**src/rtl/sdram_csr_bank_if.sv**
```systemverilog
// Wishbone slave bus bundle for the CSR bank: byte address, write data,
// byte lanes and the strobe/cycle/write qualifiers, with registered
// read data and a one-cycle ack returned by the slave.
interface sdram_csr_bank_if #(
  parameter int AW = 16
);
  logic [AW-1:0] wbs_address;
  logic [31:0]   wbs_writedata;
  logic [3:0]    wbs_sel;
  logic          wbs_strobe;
  logic          wbs_cycle;
  logic          wbs_write;
  logic [31:0]   wbs_readdata;
  logic          wbs_ack;

  modport master (
    output wbs_address, wbs_writedata, wbs_sel, wbs_strobe, wbs_cycle, wbs_write,
    input  wbs_readdata, wbs_ack
  );

  modport slave (
    input  wbs_address, wbs_writedata, wbs_sel, wbs_strobe, wbs_cycle, wbs_write,
    output wbs_readdata, wbs_ack
  );
endinterface

```
**src/rtl/sdram_csr_bank.sv**
```systemverilog
// CSR bank for the SDRAM controller and sibling peripherals.
// Word map: 0 CTRL, 1 IRQ_STATUS (W1C), 2 IRQ_MASK, then NUM_RO read-only
// status words, then NUM_RW byte-writable config words. Unmapped words
// read 0, ignore writes and still ack. Every access acks one cycle after
// accept; a held strobe therefore yields a transfer every other cycle.
module sdram_csr_bank #(
  parameter int                   AW       = 16,
  parameter int                   NUM_RW   = 8,
  parameter int                   NUM_RO   = 2,
  parameter int                   NUM_EVT  = 4,
  parameter logic [31:0]          SC_MASK  = 32'h0000_0001,
  parameter logic [31:0]          CTRL_RST = 32'h0,
  parameter logic [NUM_RW*32-1:0] RW_RST   = {NUM_RW{32'h0}}
) (
  input  logic                                 clk,
  input  logic                                 reset,
  sdram_csr_bank_if.slave                      wbs,
  output logic [31:0]                          ctrl_level,
  output logic [31:0]                          ctrl_pulse,
  input  logic [NUM_EVT-1:0]                   evt_in,
  input  logic [((NUM_RO > 0) ? NUM_RO : 1)*32-1:0] status_in,
  output logic [NUM_RW*32-1:0]                 csr_rw,
  output logic                                 irq
);

  localparam logic [31:0] RO_BASE = 32'd3;
  localparam logic [31:0] RW_BASE = 32'(3 + NUM_RO);
  localparam logic [31:0] RW_END  = 32'(3 + NUM_RO + NUM_RW);

  // Replace only the byte lanes selected by lane_mask.
  function automatic logic [31:0] lane_merge(input logic [31:0] old_val,
                                             input logic [31:0] new_val,
                                             input logic [31:0] lane_mask);
    return (old_val & ~lane_mask) | (new_val & lane_mask);
  endfunction

  logic               ack_p1;
  logic [31:0]        rdata_p1;
  logic [31:0]        ctrl_q;
  logic [NUM_EVT-1:0] irq_status;
  logic [NUM_EVT-1:0] irq_mask;
  logic [31:0]        rw_q [NUM_RW];

  logic               accept;
  logic               wr_acc;
  logic               rd_acc;
  logic [31:0]        idx32;
  logic [31:0]        ro_off;
  logic [31:0]        rw_off;
  logic [31:0]        wmask;
  logic [31:0]        wdata_m;
  logic               hit_ctrl;
  logic               hit_sts;
  logic               hit_msk;
  logic               hit_ro;
  logic               hit_rw;
  logic [31:0]        rd_val;
  logic [31:0]        ctrl_next;
  logic [31:0]        mask_next;
  logic [NUM_EVT-1:0] clr_evt;
  logic               unused_addr_lsb;

  assign unused_addr_lsb = ^wbs.wbs_address[1:0];

  // Handshake qualification, address decode and write-side merge values.
  always_comb begin
    accept    = wbs.wbs_cycle & wbs.wbs_strobe & ~ack_p1;
    wr_acc    = accept & wbs.wbs_write;
    rd_acc    = accept & ~wbs.wbs_write;
    idx32     = 32'(wbs.wbs_address[AW-1:2]);
    ro_off    = idx32 - RO_BASE;
    rw_off    = idx32 - RW_BASE;
    wmask     = {{8{wbs.wbs_sel[3]}}, {8{wbs.wbs_sel[2]}},
                 {8{wbs.wbs_sel[1]}}, {8{wbs.wbs_sel[0]}}};
    wdata_m   = wbs.wbs_writedata & wmask;
    hit_ctrl  = (idx32 == 32'd0);
    hit_sts   = (idx32 == 32'd1);
    hit_msk   = (idx32 == 32'd2);
    hit_ro    = (idx32 >= RO_BASE) && (idx32 < RW_BASE);
    hit_rw    = (idx32 >= RW_BASE) && (idx32 < RW_END);
    ctrl_next = lane_merge(ctrl_q, wbs.wbs_writedata, wmask) & ~SC_MASK;
    mask_next = lane_merge(32'(irq_mask), wbs.wbs_writedata, wmask);
    clr_evt   = (wr_acc && hit_sts) ? wdata_m[NUM_EVT-1:0] : '0;
  end

  // Read mux; SC bits are never stored in ctrl_q so they read back 0.
  always_comb begin
    rd_val = 32'h0;
    if (hit_ctrl) rd_val = ctrl_q;
    if (hit_sts)  rd_val = 32'(irq_status);
    if (hit_msk)  rd_val = 32'(irq_mask);
    for (int k = 0; k < NUM_RO; k++) begin
      if (hit_ro && (ro_off == 32'(k))) rd_val = status_in[k*32 +: 32];
    end
    for (int k = 0; k < NUM_RW; k++) begin
      if (hit_rw && (rw_off == 32'(k))) rd_val = rw_q[k];
    end
  end

  // Stage p1: ack, read data, control, interrupt state and the irq line.
  always_ff @(posedge clk) begin
    if (reset) begin
      ack_p1     <= 1'b0;
      rdata_p1   <= 32'h0;
      ctrl_q     <= CTRL_RST & ~SC_MASK;
      ctrl_pulse <= 32'h0;
      irq_status <= '0;
      irq_mask   <= '0;
      irq        <= 1'b0;
    end else begin
      ack_p1     <= accept;
      ctrl_pulse <= 32'h0;
      if (rd_acc) rdata_p1 <= rd_val;
      if (wr_acc && hit_ctrl) begin
        ctrl_q     <= ctrl_next;
        ctrl_pulse <= wdata_m & SC_MASK;
      end
      if (wr_acc && hit_msk) irq_mask <= mask_next[NUM_EVT-1:0];
      // A clear and a new event on the same bit leave the bit set.
      irq_status <= (irq_status & ~clr_evt) | evt_in;
      irq        <= |(irq_status & irq_mask);
    end
  end

  // Stage p1: configuration registers with byte-lane writes.
  always_ff @(posedge clk) begin
    for (int k = 0; k < NUM_RW; k++) begin
      if (reset) begin
        rw_q[k] <= RW_RST[k*32 +: 32];
      end else if (wr_acc && hit_rw && (rw_off == 32'(k))) begin
        rw_q[k] <= lane_merge(rw_q[k], wbs.wbs_writedata, wmask);
      end
    end
  end

  assign wbs.wbs_ack      = ack_p1;
  assign wbs.wbs_readdata = rdata_p1;
  assign ctrl_level       = ctrl_q;

  for (genvar g = 0; g < NUM_RW; g++) begin : g_flat
    assign csr_rw[g*32 +: 32] = rw_q[g];
  end

endmodule
```
**src/flat_wrapper.sv**
```systemverilog
// flat-port wrapper written by rule: the top's interface ports become plain ports
module sdram_csr_bank_flat 
#(
  parameter int                   AW       = 16,
  parameter int                   NUM_RW   = 8,
  parameter int                   NUM_RO   = 2,
  parameter int                   NUM_EVT  = 4,
  parameter logic [31:0]          SC_MASK  = 32'h0000_0001,
  parameter logic [31:0]          CTRL_RST = 32'h0,
  parameter logic [NUM_RW*32-1:0] RW_RST   = {NUM_RW{32'h0}}
)
  (clk, reset, ctrl_level, ctrl_pulse, evt_in, status_in, csr_rw, irq, wbs_wbs_address, wbs_wbs_writedata, wbs_wbs_sel, wbs_wbs_strobe, wbs_wbs_cycle, wbs_wbs_write, wbs_wbs_readdata, wbs_wbs_ack);
  sdram_csr_bank_if #(.AW(AW)) wbs_i ();
  input  logic clk;
  input  logic reset;
  output logic [31:0] ctrl_level;
  output logic [31:0] ctrl_pulse;
  input  logic [NUM_EVT-1:0] evt_in;
  input  logic [((NUM_RO > 0) ? NUM_RO : 1)*32-1:0] status_in;
  output logic [NUM_RW*32-1:0] csr_rw;
  output logic irq;
  input wire logic [$bits(wbs_i.wbs_address)-1:0] wbs_wbs_address;
  input wire logic [$bits(wbs_i.wbs_writedata)-1:0] wbs_wbs_writedata;
  input wire logic [$bits(wbs_i.wbs_sel)-1:0] wbs_wbs_sel;
  input wire logic [$bits(wbs_i.wbs_strobe)-1:0] wbs_wbs_strobe;
  input wire logic [$bits(wbs_i.wbs_cycle)-1:0] wbs_wbs_cycle;
  input wire logic [$bits(wbs_i.wbs_write)-1:0] wbs_wbs_write;
  output wire logic [$bits(wbs_i.wbs_readdata)-1:0] wbs_wbs_readdata;
  output wire logic [$bits(wbs_i.wbs_ack)-1:0] wbs_wbs_ack;
  assign wbs_i.wbs_address = wbs_wbs_address;
  assign wbs_i.wbs_writedata = wbs_wbs_writedata;
  assign wbs_i.wbs_sel = wbs_wbs_sel;
  assign wbs_i.wbs_strobe = wbs_wbs_strobe;
  assign wbs_i.wbs_cycle = wbs_wbs_cycle;
  assign wbs_i.wbs_write = wbs_wbs_write;
  assign wbs_wbs_readdata = wbs_i.wbs_readdata;
  assign wbs_wbs_ack = wbs_i.wbs_ack;
  sdram_csr_bank #(.AW(AW), .NUM_RW(NUM_RW), .NUM_RO(NUM_RO), .NUM_EVT(NUM_EVT), .SC_MASK(SC_MASK), .CTRL_RST(CTRL_RST), .RW_RST(RW_RST)) u_core (.clk(clk), .reset(reset), .wbs(wbs_i), .ctrl_level(ctrl_level), .ctrl_pulse(ctrl_pulse), .evt_in(evt_in), .status_in(status_in), .csr_rw(csr_rw), .irq(irq));
endmodule
```
**config.mk**
```make
export PLATFORM = sky130hd
export DESIGN_NAME = sdram_csr_bank_flat
export DESIGN_NICKNAME = d
export VERILOG_FILES = /design/src/rtl/sdram_csr_bank_if.sv /design/src/rtl/sdram_csr_bank.sv /design/src/flat_wrapper.sv
export SDC_FILE = /design/constraint.sdc
export NUM_CORES = 1
export LEC_CHECK = 0
export ABC_AREA = 1
export BUFFER_PORTS_ARGS = -buffer_cell sky130_fd_sc_hd__buf_2
export CORE_MARGIN = 1
export CORE_UTILIZATION = 35
export DETAILED_ROUTE_END_ITERATION = 6
export GPL_TIMING_DRIVEN = 0
export PLACE_DENSITY = 0.6
export SLEW_MARGIN = 20
export SYNTH_ARGS = -nofsm -noshare
export SYNTH_HDL_FRONTEND = slang
export SYNTH_SLANG_ARGS = --single-unit
```
**constraint.sdc**
```tcl
create_clock -name clk -period 6.4 [get_ports clk]
set_clock_uncertainty 0.1 [all_clocks]
set_input_delay 1.92 -clock clk [delete_from_list [all_inputs] [get_ports clk]]
set_output_delay 1.92 -clock clk [all_outputs]
set_load 0.01 [all_outputs]
```
# Word-level counts from Yosys, hierarchy flattened
# Memories as Yosys holds them, arrays and structs flattened.
# Cells that the tools add are included.
[word_totals]
ff_bits = 105
latch_bits = 0
ramBits = 256
mem_bits_ro = 0
in_bits = 125
out_inout_bits = 354
wordCells = 143
memories = 1
[mem_list]
columns = ["memory", "depth", "width", "read_ports", "rd_clocked_by_memory_dff", "write_ports", "line", "text"]
rows = [
  ["u_core.rw_q", 8, 32, 8, 0, 8, "sdram_csr_bank.sv:42", "logic [31:0] rw_q [NUM_RW];"],
]
[op_classes]
addsub = 2
n_mul = 0
div = 0
order_cmp = 4
eq_ne = 10
n_shift = 0
mux = 48
bitwise = 41
reduce_logical = 29
[ops]
columns = ["cell", "count"]
rows = [
  ["two-way mux 32 bit", 21],
  ["bitwise AND 32 bit", 10],
  ["bitwise OR 32 bit", 9],
  ["equality test 32 x 3 -> 1 bit (second input constant)", 4],
  ["equality test 32 x 1 -> 1 bit (second input constant)", 2],
  ["equality test 32 x 2 -> 1 bit (second input constant)", 2],
  ["zero test 32 bit", 2],
  ["NOT 32 bit", 1],
  ["two-way mux 1 bit", 26],
  ["logical AND 1 bit", 24],
  ["subtractor 14 x 2 -> 15 bit (second input constant)", 1],
  ["subtractor 14 x 3 -> 15 bit (second input constant)", 1],
  ["equality test 14 x 1 -> 1 bit (second input constant)", 1],
  ["equality test 14 x 2 -> 1 bit (second input constant)", 1],
  [">= comparator 14 x 2 -> 1 bit (second input constant)", 1],
  [">= comparator 14 x 3 -> 1 bit (second input constant)", 1],
  ["zero test 14 bit", 1],
  ["< comparator 14 x 3 -> 1 bit (second input constant)", 1],
  ["< comparator 14 x 4 -> 1 bit (second input constant)", 1],
  ["bitwise AND 4 bit", 3],
  ["bitwise OR 1 bit", 8],
  ["bitwise OR 4 bit", 2],
  ["bitwise AND 1 bit", 4],
  ["two-way mux 4 bit", 1],
  ["4 further kinds", 6],
]

# Logic depth before layout (Yosys ltp)
[logic_depth]
ltp_word = 14
mapped_depth = 20
mapped_depth_nobuf = 20

# Least setup slack after synthesis
# No wires, ideal clock.
[synth_timing]
kind = "input port to flip-flop"
start = "input port wbs_wbs_address[5]"
end = "memory u_core.rw_q[5][0] (netlist: u_core.rw_q[1][32]) (enable)"
setup_time_ns = 0.466
arrival_ns = 5.514
required_time_ns = 5.834
slack_ns = 0.320
path_stages = 13
n_path_buf = 2
cell_sequence = "buf_6 -> nor2_2 -> nand2_1 -> nor2_4 -> nand3_1 -> nand2_1 -> nand2_2 -> nor3_2 -> nand2_2 -> nor2_2 -> inv_2 -> buf_2 -> o21ai_0"
[synth_lines]
columns = ["element", "line", "text"]
rows = [
  ["from (decl)", "flat_wrapper.sv:22", "input wire logic [$bits(wbs_i.wbs_address)-1:0] wbs_wbs_address;"],
  ["to (decl)", "sdram_csr_bank.sv:42", ""],
]

# Final worst setup path
[layout_timing]
start = "input port wbs_wbs_address[6]"
end = "register u_core.rdata_p1[31] (netlist: u_core.wbs.wbs_readdata[31])"
[layout_via]
elab_chain_len = 14
elab_cells_between_ends = 44
cone_classes = "2 x add/sub; 4 x order compare; 10 x eq/ne; 13 x mux; 15 x reduce/logical"
[layout_rtl]
columns = ["element", "line", "text"]
rows = [
  ["branches (longest 13 deep; another with subtractor 14 x 2 -> 15 bit)", "--", ""],
  ["two-way mux 32 bit *", "sdram_csr_bank.sv:96", "if (hit_rw && (rw_off == 32'(k))) rd_val = rw_q[k];"],
  ["to (signal assigned)", "sdram_csr_bank.sv:113", "if (rd_acc) rdata_p1 <= rd_val;"],
  ["to (decl)", "sdram_csr_bank.sv:38", "logic [31:0] rdata_p1;"],
]
# Every way passes the cells marked *.
# A chain may end at the register's enable or synchronous reset.

==> results.sh <==
export IMPL_status="finished, final reports clean"
export IMPL_gp_congestion=0.922
export IMPL_fin_nets=2780
export IMPL_worstPathRequired_ps=6810
export IMPL_fp_row_count=80
export IMPL_maxCapViolCount=0
export IMPL_leakage_nw=9.63
export IMPL_startpoint="wbs_wbs_address[6]"
export IMPL_gr_total_overflow=0
export IMPL_cts_root_buf="clkbuf_16"
export IMPL_clk_latency_ps=590
export IMPL_p_sw_share_pct=25.8
export IMPL_crit_buf_inv=3
export IMPL_cp_depth=15
export IMPL_finalWorstPathRequiredPeriod_ps=4700
export IMPL_die_h_um=223
export IMPL_ys_seq_elements=330
export IMPL_pwr_share_seq_pct=46.0
export IMPL_synthAdderAreaFrac_pct=0
export IMPL_track_usage_pct=31.0
export IMPL_postCtsSetupBuffers=0
export IMPL_synth_top_area_cell="edfxtp_1"
export IMPL_hold_violations=0
export IMPL_dr_pass1_iters=5
export IMPL_cp_cell_sequence="buf_2 > nor2_1 > nand2_1 > nor2_1 > nand2_1 > clkinv_1 > clkbuf_1 > nand2_1 > nand4_1 > nor2_1 > nand4_1 > nor2_1 > nand3_1 > nand2_1 > a21oi_1"
export IMPL_yosysSeqAreaShare_pct=53.6
export IMPL_fp_dieW_um=223
export IMPL_cts_buffers=41
export IMPL_hold_slack_ps=365
export IMPL_yosysMostFrequentCell="nor2_1"
export IMPL_clkSinkCount=330
export IMPL_ios=479
export IMPL_syn_inst=2133
export IMPL_drc=0
export IMPL_drive_gt1_share_pct=23.0
export IMPL_period_share_pct=73.5
export IMPL_drt_total_wl_um=78700
export IMPL_htreeDepth=2
export IMPL_cp_top_family="simple AND/OR/NAND/NOR gates"
export IMPL_rrSetupSlack_ps=3060
export IMPL_synth_top_area_share_pct=44.9
export IMPL_worst_pin_slew_ps=1220
export IMPL_final_core_util_pct=45.6
export IMPL_start_kind="input port"
export IMPL_p_int_mw=3.91
export IMPL_synthXorXnorAreaFrac_pct=0
export IMPL_worstSetupEndpoint="u_core.wbs.wbs_readdata[31]$_SDFFE_PP0P_"
export IMPL_core_um2=47900
export IMPL_cp_data_arrival_time_ps=5110
export IMPL_antenna_left=0
export IMPL_max_freq_mhz=213
export IMPL_drtIter0Drc=1794
export IMPL_avgSynthCellArea_um2=8.03
export IMPL_vias=17800
export IMPL_hp_class="register to register"
export IMPL_p_sw_mw=1.36
export IMPL_r2r_cells=11
export IMPL_synth_top_family_by_area="simple AND/OR/NAND/NOR gates"
export IMPL_ys_flop_type="edfxtp_1"
export IMPL_yosys_area_share_simple_pct=24.9
export IMPL_cpPeakStageDelay_ps=700
export IMPL_synth_area_leaders="edfxtp_1 (45%), a21oi_1 (11%), nor2_1 (9.3%)"
export IMPL_ir_worst_vdd_mv=0.166
export IMPL_grt_pass1_wl_um=112000
export IMPL_start_util_pct=35.7
export IMPL_crit_path_end_kind="register"
export IMPL_grt_start_max_net_pins=24
export IMPL_first_global_vias=16600
export IMPL_synth_common_cells="nor2_1 (424), nand2_1 (404), a21oi_1 (391), edfxtp_1 (256), inv_1 (161)"
export IMPL_max_slew_margin_pct=18.9
export IMPL_diodes=0
export IMPL_fin_setup_tns_ps=0
export IMPL_synth_compound_area_share_pct=13.4
export IMPL_synth_area_mux_share_pct=0
export IMPL_cts_resized=0
export IMPL_maxSlewViolCount=0
export IMPL_async_flop_share_pct=0
export IMPL_vias_per_cell=5.41
export IMPL_p_clk_share_pct=45.3
export IMPL_path_clk_slew_ps=60
export IMPL_crit_type="input port to register"
export IMPL_wl_per_cell_um=23.8
export IMPL_synth_edff_count=256
export IMPL_setup_viol=0
export IMPL_rsz0062_at_grt="no"
export IMPL_p_comb_share_pct=8.7
export IMPL_dp_hpwl_um=62000
export IMPL_ys_types=34
export IMPL_cts_hold_buf=0
export IMPL_die_area_um2=49800
export IMPL_syn2layout_area_growth_pct=27.7
export IMPL_cp_max_fo=10
export IMPL_cts_buffer_depth=3
export IMPL_portBuffers=438
export IMPL_netlist_area_um2=17100
export IMPL_p_per_area_nw_per_um2=241
export IMPL_antenna_found_initial=0
export IMPL_r2r_start="u_core.wbs.wbs_ack$_SDFF_PP0_"
export IMPL_cts_tree="yes"
export IMPL_ys_warn_count=0
export IMPL_cp_slowest_cell="clkbuf_1"
==> worst min-delay path: stages (launching register included) <==
cell and delay, ps:
dfxtp_1 310, nand2_1 60, a21oi_1 50
==> worst min path at each step <==
stage,from,end,depth (start not counted)
final,u_core.wbs.wbs_readdata[23]$_SDFFE_PP0P_,u_core.wbs.wbs_readdata[23]$_SDFFE_PP0P_,2
after global routing,u_core.wbs.wbs_readdata[14]$_SDFFE_PP0P_,u_core.wbs.wbs_readdata[14]$_SDFFE_PP0P_,2
after CTS,u_core.wbs.wbs_readdata[23]$_SDFFE_PP0P_,u_core.wbs.wbs_readdata[23]$_SDFFE_PP0P_,2
after detailed placement,u_core.wbs.wbs_readdata[23]$_SDFFE_PP0P_,u_core.wbs.wbs_readdata[23]$_SDFFE_PP0P_,2
after global placement,register,register,2
after floorplan,register,register,2
==> area by class of cell <==
cell class                      count  area [µm²]
Fill cell                        4868       26100
Sequential cell                   330        9170
Multi-Input combinational cell   1509        6760
Timing Repair Buffer              448        2410
Clock buffer                       59        1170
Tap cell                          615         769
Buffer                            147         731
Inverter                          178         668
Clock inverter                     15         174
==> power groups by stage <==
stage               Clock [mW]  Combinational [mW]  Sequential [mW]
floorplan                    0               0.192             2.48
global placement             0               0.434             2.47
detailed placement           0               0.458             2.46
CTS                       2.42               0.459             2.42
global route              2.50               0.494             2.43
finish                    2.39               0.460             2.42
==> logic make-up (layout without fill, tap and decap cells) <==
group	Yosys count	count (layout)
flip-flops	330	330
buffers and inverters	325	847
other	1	32
AND/OR/NAND/NOR	1022	1022
AO/OA/AOI/OAI	455	455
==> per-stage QoR <==
step                total power [mW]  worst slack [ps]  instance area [µm²]  cells
global route                    5.42              1470                21900   3301
finish                          5.27              1700                21900   3301
global placement                2.90             -2130                20200   3217
floorplan                       2.67               320                17200   2164
detailed placement              2.92              1170                20500   3227
CTS                             5.29              1780                21900   3301
==> metal layers <==
| metal | wire (µm) | track usage [%] | up-vias |
|---|---|---|---|
| met5 | 0 | 0 | - |
| li1 | - | - | 8144 |
| met3 | 6590 | 6.01 | 148 |
| met1 | 31300 | 38.8 | 8660 |
| met4 | 2860 | 11.2 | 0 |
| met2 | 37900 | 53.1 | 890 |
==> layout by cell type, fill, tap and decap left out, types with 69 or more instances in the layout <==
master,instances
inv_1,161
nand3_1,79
nand2_1,402
dfxtp_1,74
nand4_1,69
nor2_1,424
clkbuf_1,91
buf_2,462
edfxtp_1,256
a21oi_1,391
Power figures use the tool's default switching activity.
